File: src/rtl/dom_rand_gen.sv
// dom_rand_gen: fresh-randomness source for DOM AND gadgets.
// A seeded 64-bit maximal-length LFSR emits one bit per step. The bits are
// packed MSB-first into RW-bit refresh words, which leave on a valid/ready
// handshake. Every accepted word is used exactly once.
// Ports:
//   clk, rst_n    - clock, asynchronous active-low reset
//   seed_i        - 64-bit LFSR seed; zero is replaced by 64'h1
//   seed_valid_i  - load seed_i this edge (highest priority)
//   rdi_o         - refresh word (all zeros while not valid)
//   rdi_valid_o   - rdi_o holds an unconsumed word
//   rdi_ready_i   - consumer accepts the word this edge
//   seeded_o      - a seed has been loaded since reset
module dom_rand_gen #(
  parameter int D  = 2,
  parameter int W  = 1,
  parameter int Z  = D*(D-1)/2,
  parameter int RW = Z*W
) (
  input  logic          clk,
  input  logic          rst_n,
  input  logic [63:0]   seed_i,
  input  logic          seed_valid_i,
  output logic [RW-1:0] rdi_o,
  output logic          rdi_valid_o,
  input  logic          rdi_ready_i,
  output logic          seeded_o
);

  localparam int CW = (RW > 1) ? $clog2(RW) : 1;

  typedef enum logic {UNSEEDED, RUN} state_t;

  state_t        state;
  logic [63:0]   s;
  logic [CW-1:0] cnt;
  logic [RW-1:0] acc;
  logic [RW-1:0] out;
  logic          full;

  logic          fb;
  logic          last;
  logic          step;
  logic          done;
  logic          consume;
  logic [RW-1:0] word;

  assign fb      = s[63] ^ s[62] ^ s[60] ^ s[59];
  assign last    = (cnt == CW'(RW-1));
  // Only the word-completing step can stall: it would overwrite a word the
  // consumer has not taken yet. All earlier steps keep filling acc.
  assign step    = (state == RUN) && !(last && full && !rdi_ready_i);
  assign done    = step && last;
  assign consume = full && rdi_ready_i;
  // Shift fb in from the LSB; truncation drops the oldest bit, which also
  // covers RW=1 where the word is just fb.
  assign word    = RW'({acc, fb});

  always_ff @(posedge clk or negedge rst_n) begin
    if (!rst_n) begin
      state    <= UNSEEDED;
      s        <= '0;
      cnt      <= '0;
      acc      <= '0;
      out      <= '0;
      full     <= 1'b0;
      seeded_o <= 1'b0;
    end else if (seed_valid_i) begin
      // Reseed discards any pending word, even one being accepted now.
      state    <= RUN;
      s        <= (seed_i == 64'd0) ? 64'd1 : seed_i;
      cnt      <= '0;
      acc      <= '0;
      out      <= '0;
      full     <= 1'b0;
      seeded_o <= 1'b1;
    end else if (state == RUN) begin
      if (step) begin
        s   <= {s[62:0], fb};
        acc <= word;
        cnt <= last ? '0 : cnt + CW'(1);
      end
      // A completion on the consuming edge replaces the taken word directly.
      if (done) begin
        out  <= word;
        full <= 1'b1;
      end else if (consume) begin
        out  <= '0;
        full <= 1'b0;
      end
    end
  end

  // out is cleared whenever full drops, so it already reads zero when empty.
  assign rdi_o       = out;
  assign rdi_valid_o = full;

endmodule

File: config.mk
export PLATFORM = sky130hd
export DESIGN_NAME = dom_rand_gen
export DESIGN_NICKNAME = d
export VERILOG_FILES = /design/src/rtl/dom_rand_gen.sv
export SDC_FILE = /design/constraint.sdc
export NUM_CORES = 1
export LEC_CHECK = 0
export CAP_MARGIN = 20
export CORE_UTILIZATION = 53
export CTS_CLUSTER_DIAMETER = 30
export DETAILED_ROUTE_END_ITERATION = 6
export PLACE_DENSITY = 0.95
export REMOVE_ABC_BUFFERS = 1
export SKIP_CTS_REPAIR_TIMING = 1
export SLEW_MARGIN = 20
export SYNTH_ARGS = -nofsm -noshare
export SYNTH_HDL_FRONTEND = slang
export SYNTH_SLANG_ARGS = --single-unit
File: constraint.sdc
create_clock -name clk -period 3.6 [get_ports clk]
set_input_delay 0.72 -clock clk [delete_from_list [all_inputs] [get_ports clk]]
set_output_delay 0.72 -clock clk [all_outputs]
set_load 0.02 [all_outputs]
==> reports/qor_table.md, run 1 <==
| Item | Reported |
|:---|:---|
| Post-DR vias/cell | 6.48 |
| Number of standard-cell rows in the floorplan | 26 |
| Max_cap viols | 0 |
| Maximum VDD drop | 326 uV |
| Antenna violations before repair | 0 |
| Via count of the first global-routing pass | 2406 |
| Clock latency reported for the late side of the worst-skew pair | 340 ps |
| Final GP Congestion | 0.857 |
| Unrepaired setup endpoints after global routing | false |
| Top achievable clock speed | 0.453 GHz |
| Worst Clk Skew | 6.34 ps |
| Synth-to-layout area growth | 32.1% |
| Post-route fraction of the period consumed by the critical path | 0.613 |
| Post-Synth Simple-Gate Area | 0.0673 |
| Worst EP required | 3800 ps |
| Starting Density | 0.557 |
| Number of warnings issued by yosys | 0 |
| Data arrival time of the worst path | 2410 ps |
| Synthesized flop and latch total | 67 |
| DRC violation count after routing | 20 |
| Post-route design area | 3810 um^2 |
| Startpoint types | input pin |
| Timing endpoint of the critical path | s[0]$_DFFE_PN0P_ |
| Library cells used by synthesis | 23 |
| Height of the chip | 75.8 um |
| Setup crit end kind | flip-flop |
| CTS root buf | clkbuf_8 |
| Grt met3 use | 0.0833 |
| Type of the worst setup path | in -> reg |
| Largest net degree at the start of global routing | 66 |
| Antenna viol nets, final | 0 |
| XOR/XNOR share of the synthesized area | 0.00911 |
| Initial DRC count | 649 |
| Clock buffer count from CTS | 9 |
| Fraction of layout instances using a drive strength above 1 | 0.0784 |
| Adder and majority cell fraction of the synthesized area | 0 |
| Clock slew seen by the registers of the worst setup and hold paths | 60 ps |
| Number of detailed-routing iterations run before antenna repair | 7 |
| Met1 usage in global routing | 0.350 |
| Max transition margin | 0.577 |
| Clock tree from TritonCTS | yes |
| Overall die width | 75.8 um |
| Most used cells in the layout excluding fill and tap cells | clkdlybuf4s50_1, dfrtp_1, a222oi_1 |
| Overall routed net length | 7340 um |
| Fraction of the mapped netlist area in compound gates | 0.229 |
| Final worst path period need | 2210 ps |
| Endpoint of the most critical register-to-register path | s[0]$_DFFE_PN0P_ |
| Mean instance size in the synthesized netlist | 11.6 um^2 |
| Worst hold margin | 349 ps |
| Die area | 5740 um^2 |
| Clock sinks | 67 |
| Count of cells along the worst register-to-register path | 5 |
| Most common library cell in the layout ignoring fill and taps | clkdlybuf4s50_1 |
| Final core area utilization | 0.736 |
| Number of I/O pins | 71 |
| Wire length of the first global-routing pass | 11200 um |
| Launch point of the worst path | rdi_ready_i |
| Max Root-Sink Buffers | 2 |
| PD cells | 465 nW/um^2 |
| Synth Instances | 249 |
| Total half-perimeter wirelength after legalization and detailed placement | 4940 um |
| Via count | 2519 |
| Core Region | 5170 um^2 |
| Kind of path behind the tightest hold check | in -> async |
| Diodes inserted | 0 |
| Leakage power figure | 1.77 nW |
| DP Area | 3620 um^2 |
| Critical Path Fanout Max | 65 |
| Minimum setup slack among reg-to-reg paths | 1890 ps |
| Fin cells | 389 |
| Met2 usage in global routing | 0.431 |
| Dpl cells | 373 |
| Failing checks | design-rule violations |
| Mux contribution to synthesized area | 0 |
| GRT Total Usage | 0.273 |
| Count of H-tree levels built during CTS | 3 |
| Congestion Overflow GR | 0 |
| Run status | finished with violations |
| Count of buffers inserted at the top-level ports | 70 |
| Main combinational cell family by area after synthesis | compound AO/OA/AOI/OAI gates |
| Wire per inst | 18.9 um |
| Seq/Total Area, Yosys | 0.582 |
| Cell area after synthesis | 2880 um^2 |
| # setup viols final | 0 |
| Most used routing layer in global routing | met2 |
| Number of endpoints with negative hold slack in the final report | 0 |
| Worst Tran Pin Value | 635 ps |
| Nets | 382 |
| Startpoint of the lowest-slack register-to-register path | rdi_valid_o$_DFFE_PN0P_ |
| Final-report max-slew violation count | 0 |
==> cell usage after synthesis <==
cell type / n / share of area
dfrtp_1: 67 / 0.58
a222oi_1: 64 / 0.22
inv_1: 63 / 0.082
nor4_1: 11 / 0.024
buf_2: 9 / 0.016
clkbuf_1: 9 / 0.012
buf_1: 3 / 0.0039
nand4_1: 3 / 0.0065
nor2_1: 3 / 0.0039
nor4_2: 3 / 0.013
xnor2_1: 2 / 0.0061
a21oi_1: 1 / 0.0017
a22o_1: 1 / 0.0030
and3b_1: 1 / 0.0030
nand2_1: 1 / 0.0013
nand2b_1: 1 / 0.0022
nand3_1: 1 / 0.0017
nor3_1: 1 / 0.0017
nor4b_2: 1 / 0.0052
o21ai_1: 1 / 0.0017
or2_1: 1 / 0.0022
or4_1: 1 / 0.0026
xor2_1: 1 / 0.0030
==> logic make-up after synthesis <==
logic type,count (synthesis)
buffers and inverters,84
AO/OA/AOI/OAI,67
flip-flops,67
AND/OR/NAND/NOR,28
XOR/XNOR,3
==> power by group <==
part | total [W] | internal (W) | switching (W)
Combinational | 0.000278 | 0.000146 | 0.000132
Sequential | 0.000889 | 0.000835 | 0.0000539
Clock | 0.000603 | 0.000339 | 0.000264
==> per-stage QoR <==
stage / TNS (ps) / worst slack [ps] / power, W
after floorplan: -0.698 / -0.698 / 0.00101
after global placement: 0 / 1030 / 0.00116
after detailed placement: 0 / 1080 / 0.00117
after CTS: 0 / 1430 / 0.00177
after global routing: 0 / 1300 / 0.00184
final: 0 / 1390 / 0.00177
==> routing by layer <==
layer,routed length (um),vias up,part of all wire
met1,2870,1234,0.39
met2,3660,162,0.50
met3,673,15,0.092
met4,134,0,0.018
met5,0,-,0
li1,-,1108,-
==> flip-flops by register name (all words and copies together), names as in the netlist <==
| signal | count |
|---|---|
| s | 64 |
| rdi_o | 1 |
| rdi_valid_o | 1 |
| state | 1 |
==> cell type report <==
| type | instances | area [um^2] |
|---|---|---|
| clock buffer | 14 | 153 |
| clock inverter | 2 | 35.0 |
| fill | 318 | 1360 |
| inverter | 63 | 236 |
| multi-input combinational | 98 | 892 |
| sequential | 67 | 1680 |
| tap | 70 | 87.6 |
| timing repair buffer | 75 | 728 |
==> how the worst min path moves through the flow <==
stage | from | to | slack (ps) | depth (start not counted)
floorplan | rst_n | rdi_o$_DFFE_PN0P_ | 420 | 0
global placement | s[5]$_DFFE_PN0P_ | s[5]$_DFFE_PN0P_ | 470 | 2
detailed placement | s[20]$_DFFE_PN0P_ | s[20]$_DFFE_PN0P_ | 480 | 2
CTS | rst_n | s[54]$_DFFE_PN0P_ | 350 | 1
global route | rst_n | s[42]$_DFFE_PN0P_ | 370 | 1
finish | rst_n | s[42]$_DFFE_PN0P_ | 350 | 1
==> critical path: stages <==
cell,delay (ps)
clkdlybuf4s50_1,390
nand2b_1,190
and3b_2,230
buf_4,300
a222oi_1,440
o21ai_1,110
No activity file was read; power rests on OpenSTA's default activity.
==> run 2, diff against run 1 <==
- CORE_UTILIZATION: 53 -> 44
- PLACE_DENSITY: 0.95 -> 0.85
- clock period: 3.6 -> 1.8 ns (I/O delays scaled with it)
==> run 2 against run 1 <==
  * The flow finishes with violations (design-rule violations, negative hold slack)
  * Highest routed layer unchanged
  * Sequential power rose by 100%
  * Clock-buffer cell count fell by 2
  * Via count increased by 3.5%
  * Utilization is 9.3 points lower
  * Routed wire length up 2.0%
  * Register-to-register slack lost 1600 ps
  * First-iteration DRC count shrank 17%
  * Sequential share of layout area down 3.0 points
==> reports/qor_table.md, run 2 (same netlist as run 1, synthesis figures left out) <==
| Item | Reported |
|:---|:---|
| Worst path depth | 1 |
| Count of H-tree levels built during CTS | 3 |
| Wire length of the first global-routing pass | 12300 um |
| Slowest CP cell | clkdlybuf4s50_1 |
| Most used cells in the layout excluding fill and tap cells | clkdlybuf4s50_1, dfrtp_1, a222oi_1 |
| CP Buf/Inv Count | 1 |
| Internal | 0.00259 W |
| Kind of path behind the tightest hold check | in -> async |
| DP Area | 3900 um^2 |
| Max_cap viols | 0 |
| Initial DRC count | 537 |
| Post-placement worst setup slack | -239 ps |
| Clock buffer count from CTS | 9 |
| Post-route fraction of the period consumed by the critical path | 0.939 |
| Final-report max-slew violation count | 0 |
| Number of standard-cell rows in the floorplan | 29 |
| Max transition margin | 0.649 |
| Top achievable clock speed | 0.591 GHz |
| Unrepaired setup endpoints after global routing | false |
| Nets | 410 |
| Total half-perimeter wirelength after legalization and detailed placement | 5370 um |
| CTS root buf | clkbuf_8 |
| Worst Clk Skew | 10.2 ps |
| Startpoint types | flip-flop |
| Count of cells along the worst register-to-register path | 5 |
| Antenna violations before repair | 0 |
| Diodes inserted | 0 |
| Worst Tran Pin Value | 527 ps |
| Critical Path Fanout Max | 3 |
| Number of I/O pins | 71 |
| Timing endpoint of the critical path | rdi_valid_o |
| Number of endpoints with negative hold slack in the final report | 14 |
| Largest net degree at the start of global routing | 44 |
| PD cells | 862 nW/um^2 |
| Max Root-Sink Buffers | 2 |
| Setup ws final | 109 ps |
| Via count | 2607 |
| Core Region | 6350 um^2 |
| Starting Density | 0.454 |
| Type of the worst setup path | reg -> out |
| GRT Total Usage | 0.228 |
| Final core area utilization | 0.643 |
| Leakage power figure | 1.92 nW |
| Overall die width | 82.9 um |
| Final worst path period need | 1690 ps |
| Final GP Congestion | 0.792 |
| Max reg flops | 64 |
| Cell chain of the critical path | clkdlybuf4s50_1 |
| Failing checks | design-rule violations, negative hold slack |
| Antenna viol nets, final | 0 |
| Height of the chip | 82.9 um |
| Clock Power Share | 0.321 |
| Data arrival time of the worst path | 1330 ps |
| Fraction of layout instances using a drive strength above 1 | 0.161 |
| Post-route design area | 4090 um^2 |
| Net switching component of the power | 0.000935 W |
| Startpoint of the lowest-slack register-to-register path | rdi_valid_o$_DFFE_PN0P_ |
| Power consumption | 0.00352 W |
| Die area | 6880 um^2 |
| Cell type group with the largest total delay on the critical path | buffers and inverters |
| Combinational share of power | 0.174 |
| Worst EP required | 1440 ps |
| Switching part of the total | 0.266 |
| Congestion Overflow GR | 0 |
| Number of detailed-routing iterations run before antenna repair | 7 |
| Maximum VDD drop | 530 uV |
| DRC violation count after routing | 3 |
| Wire per inst | 17.7 um |
| Setup crit end kind | primary output |
| Post-DR vias/cell | 6.15 |
| Sequential share of power | 0.505 |
| Via count of the first global-routing pass | 2563 |
| Minimum setup slack among reg-to-reg paths | 290 ps |
| Largest stage delay on the critical path | 610 ps |
| Launch point of the worst path | rdi_valid_o$_DFFE_PN0P_ |
| Run status | finished with violations |
| Count of buffers inserted at the top-level ports | 70 |
| Clock latency reported for the late side of the worst-skew pair | 350 ps |
| Clock sinks | 67 |
| Clock tree from TritonCTS | yes |
| Clock slew seen by the registers of the worst setup and hold paths | 80 ps |
| Largest Register | s |
| Worst hold margin | -19.0 ps |
| Synth-to-layout area growth | 41.7% |
| Endpoint of the most critical register-to-register path | s[30]$_DFFE_PN0P_ |
| Overall routed net length | 7490 um |
| # setup viols final | 0 |
run 2: cell types whose count changed in the layout (fill, tap and decap cells not counted), sizes merged:
cell	delta
buf	+28
clkbuf	-2
clkinvlp	+2
bufinv	-1
clkdlybuf4s50	-1
clkinv	+1
dlymetal6s2s	+1
run 2: layer usage:
layer	vias to the layer above	wire length [um]	track usage	share of wire
met4	0	165	0.0940	0.022
met2	160	3640	0.372	0.49
met5	-	0	0	0
met3	15	649	0.0577	0.087
met1	1265	3030	0.292	0.40
li1	1167	-	-	-
run 2: worst min-delay path by stage:
stage / from / endpoint
3_3_place_gp: rst_n / s[34]$_DFFE_PN0P_
3_5_place_dp: rst_n / s[42]$_DFFE_PN0P_
6_report: rst_n / s[34]$_DFFE_PN0P_
4_1_cts: rst_n / s[46]$_DFFE_PN0P_
5_1_grt: rst_n / s[42]$_DFFE_PN0P_
2_1_floorplan: rst_n / rdi_o$_DFFE_PN0P_
run 2: power by group through the flow:
| stage | Sequential (W) | Combinational (W) | Clock (W) |
|---|---|---|---|
| after CTS | 0.00177 | 0.000616 | 0.00115 |
| after global routing | 0.00179 | 0.000672 | 0.00123 |
| after detailed placement | 0.00180 | 0.000613 | 0 |
| after global placement | 0.00179 | 0.000594 | 0 |
| after floorplan | 0.00177 | 0.000247 | 0 |
| final | 0.00178 | 0.000613 | 0.00113 |
run 2: area by class of cell:
cell class	instances	area, um^2
flip-flops and latches	67	1680
multi-input cells	98	892
clock inverters	4	25.0
well taps	77	96.3
repair buffers	103	1000
inverters	63	236
fillers	478	2260
clock buffers	12	155
run 2: stage by stage:
| step | TNS (ps) | hold slack (ps) | cells |
|---|---|---|---|
| after global routing | 0 | 20.7 | 424 |
| final | 0 | -19.0 | 424 |
| after floorplan | -92690 | 64.4 | 228 |
| after CTS | 0 | -6.78 | 424 |
| after global placement | -5840 | 359 | 408 |
| after detailed placement | -6530 | 366 | 408 |
==> run 3, diff against run 2 <==
- CTS_BUF_LIST: default -> sky130_fd_sc_hd__clkbuf_8 sky130_fd_sc_hd__clkbuf_16
- SKIP_LAST_GASP: default -> 1
==> run 3 against run 2 <==
  * The run ends with negative hold slack left
  * Utilization did not move
  * Hold slack better by 0.85 ps
  * Sequential power about the same
  * Clock power about the same
  * Global-route usage unchanged
  * Routed wire length down 0.11%
  * Non-clock buffer count is the same
  * Sequential share of layout area is the same
  * Flip-flop and latch count unchanged
  * Via count is 1.8% lower
  * Die area unchanged
==> reports/qor_table.md, run 3 (same netlist as run 1, synthesis figures left out) <==
| Item | Reported |
|:---|:---|
| Worst hold margin | -18.1 ps |
| Total half-perimeter wirelength after legalization and detailed placement | 5370 um |
| Number of detailed-routing iterations run before antenna repair | 7 |
| Largest Register | s |
| Failing checks | negative hold slack |
| Worst Clk Skew | 9.93 ps |
| Via count of the first global-routing pass | 2563 |
| Setup crit end kind | primary output |
| Height of the chip | 82.9 um |
| Maximum VDD drop | 532 uV |
| Nets | 410 |
| Type of the worst setup path | reg -> out |
| Clock latency reported for the late side of the worst-skew pair | 350 ps |
| Clock slew seen by the registers of the worst setup and hold paths | 80 ps |
| Most used cells in the layout excluding fill and tap cells | clkdlybuf4s50_1, dfrtp_1, a222oi_1, inv_1, buf_4 |
| Clock tree from TritonCTS | yes |
| Final-report max-slew violation count | 0 |
| Data arrival time of the worst path | 1330 ps |
| Kind of path behind the tightest hold check | in -> async |
| Slowest CP cell | clkdlybuf4s50_1 |
| Top achievable clock speed | 0.592 GHz |
| Max Root-Sink Buffers | 2 |
| Die area | 6880 um^2 |
| Startpoint types | flip-flop |
| Critical Path Fanout Max | 3 |
| Count of cells along the worst register-to-register path | 5 |
| # setup viols final | 0 |
| Overall routed net length | 7480 um |
| Final GP Congestion | 0.792 |
| Number of inserted filler cells in the final layout | 478 |
| CTS root buf | clkbuf_8 |
| Congestion Overflow GR | 0 |
| Diodes inserted | 0 |
| Minimum setup slack among reg-to-reg paths | 300 ps |
| Routed length on met3 | 576 um |
| Max transition margin | 0.648 |
| Area of the multi-input gates | 892 um^2 |
| Starting Density | 0.454 |
| Worst Tran Pin Value | 528 ps |
| Largest stage delay on the critical path | 610 ps |
| Post-DR vias/cell | 6.04 |
| Highest layer used for signal routing | met4 |
| Power consumption | 0.00352 W |
| Largest net degree at the start of global routing | 44 |
| Worst EP required | 1440 ps |
| Max reg flops | 64 |
| Post-route fraction of the period consumed by the critical path | 0.939 |
| Endpoint of the most critical register-to-register path | s[50]$_DFFE_PN0P_ |
| Leakage power figure | 1.92 nW |
| Routed metal-1 wire length | 3100 um |
| Count of buffers inserted at the top-level ports | 70 |
| Wire length of the first global-routing pass | 12300 um |
| Post-placement worst setup slack | -239 ps |
| Number of endpoints with negative hold slack in the final report | 14 |
| Unrepaired setup endpoints after global routing | false |
| Count of H-tree levels built during CTS | 3 |
| Number of standard-cell rows in the floorplan | 29 |
| Setup ws final | 110 ps |
| Core Region | 6350 um^2 |
| Launch point of the worst path | rdi_valid_o$_DFFE_PN0P_ |
| Wire per inst | 17.6 um |
| Initial DRC count | 537 |
| Clock sinks | 67 |
| Final worst path period need | 1690 ps |
| Cell type group with the largest total delay on the critical path | buffers and inverters |
| PD cells | 861 nW/um^2 |
| Antenna violations before repair | 0 |
| Register area | 1680 um^2 |
| Max_cap viols | 0 |
| Clock buffer count from CTS | 9 |
| Startpoint of the lowest-slack register-to-register path | rdi_valid_o$_DFFE_PN0P_ |
| Fraction of layout instances using a drive strength above 1 | 0.161 |
| Synth-to-layout area growth | 41.7% |
| Met2 wire len | 3640 um |
| DRC violation count after routing | 0 |
| Antenna viol nets, final | 0 |
| Worst path depth | 1 |
| GRT Total Usage | 0.228 |
| Cell chain of the critical path | clkdlybuf4s50_1 |
| Via count | 2559 |
| Overall die width | 82.9 um |
| CP Buf/Inv Count | 1 |
| Number of I/O pins | 71 |
| Run status | finished with violations |
## run 3: layout make-up
class                      instances  area share
inverter                          63      0.0579
clock buffer                      11      0.0371
clock inverter                     5     0.00704
tap                               77      0.0236
timing repair buffer             103       0.246
sequential                        67       0.410
multi-input combinational         98       0.218
## run 3: report_power, final
part / internal [W] / total (W) / switching [W]
Sequential: 0.00167 / 0.00178 / 0.000108
Clock: 0.000565 / 0.00113 / 0.000563
Combinational: 0.000345 / 0.000612 / 0.000267
## run 3: worst max-delay path by stage
stage	end	slack [ps]
floorplan	s[0]$_DFFE_PN0P_	-1490
global placement	s[0]$_DFFE_PN0P_	-230
detailed placement	s[0]$_DFFE_PN0P_	-240
CTS	seeded_o	1
global route	s[0]$_DFFE_PN0P_	60
finish	rdi_valid_o	110
## run 3: worst reg2reg max path: cells and delay by family, from the launching register on
kind                   cells  cell delay, ps
DFF                        1             380
buffers and inverters      2             280
and+or+nand+nor            2             390
AOI/OAI and AO/OA          1             330
## run 3: per-layer routing
layer | vias to the layer above | GRT usage
met5 | - | 0
met1 | 1247 | 0.292
met4 | 0 | 0.0940
met2 | 130 | 0.372
met3 | 15 | 0.0577
li1 | 1167 | -
## run 3: through the flow
stage           util  hold slack (ps)  cells  setup TNS (ps)  instance area, um^2
2_1_floorplan      -             64.4    228          -92690                 2790
3_3_place_gp   0.615              359    408           -5840                 3900
3_5_place_dp   0.615              366    408           -6530                 3900
4_1_cts        0.643            -6.78    424               0                 4080
5_1_grt        0.643             20.7    424               0                 4090
6_report       0.643            -18.1    424               0                 4090
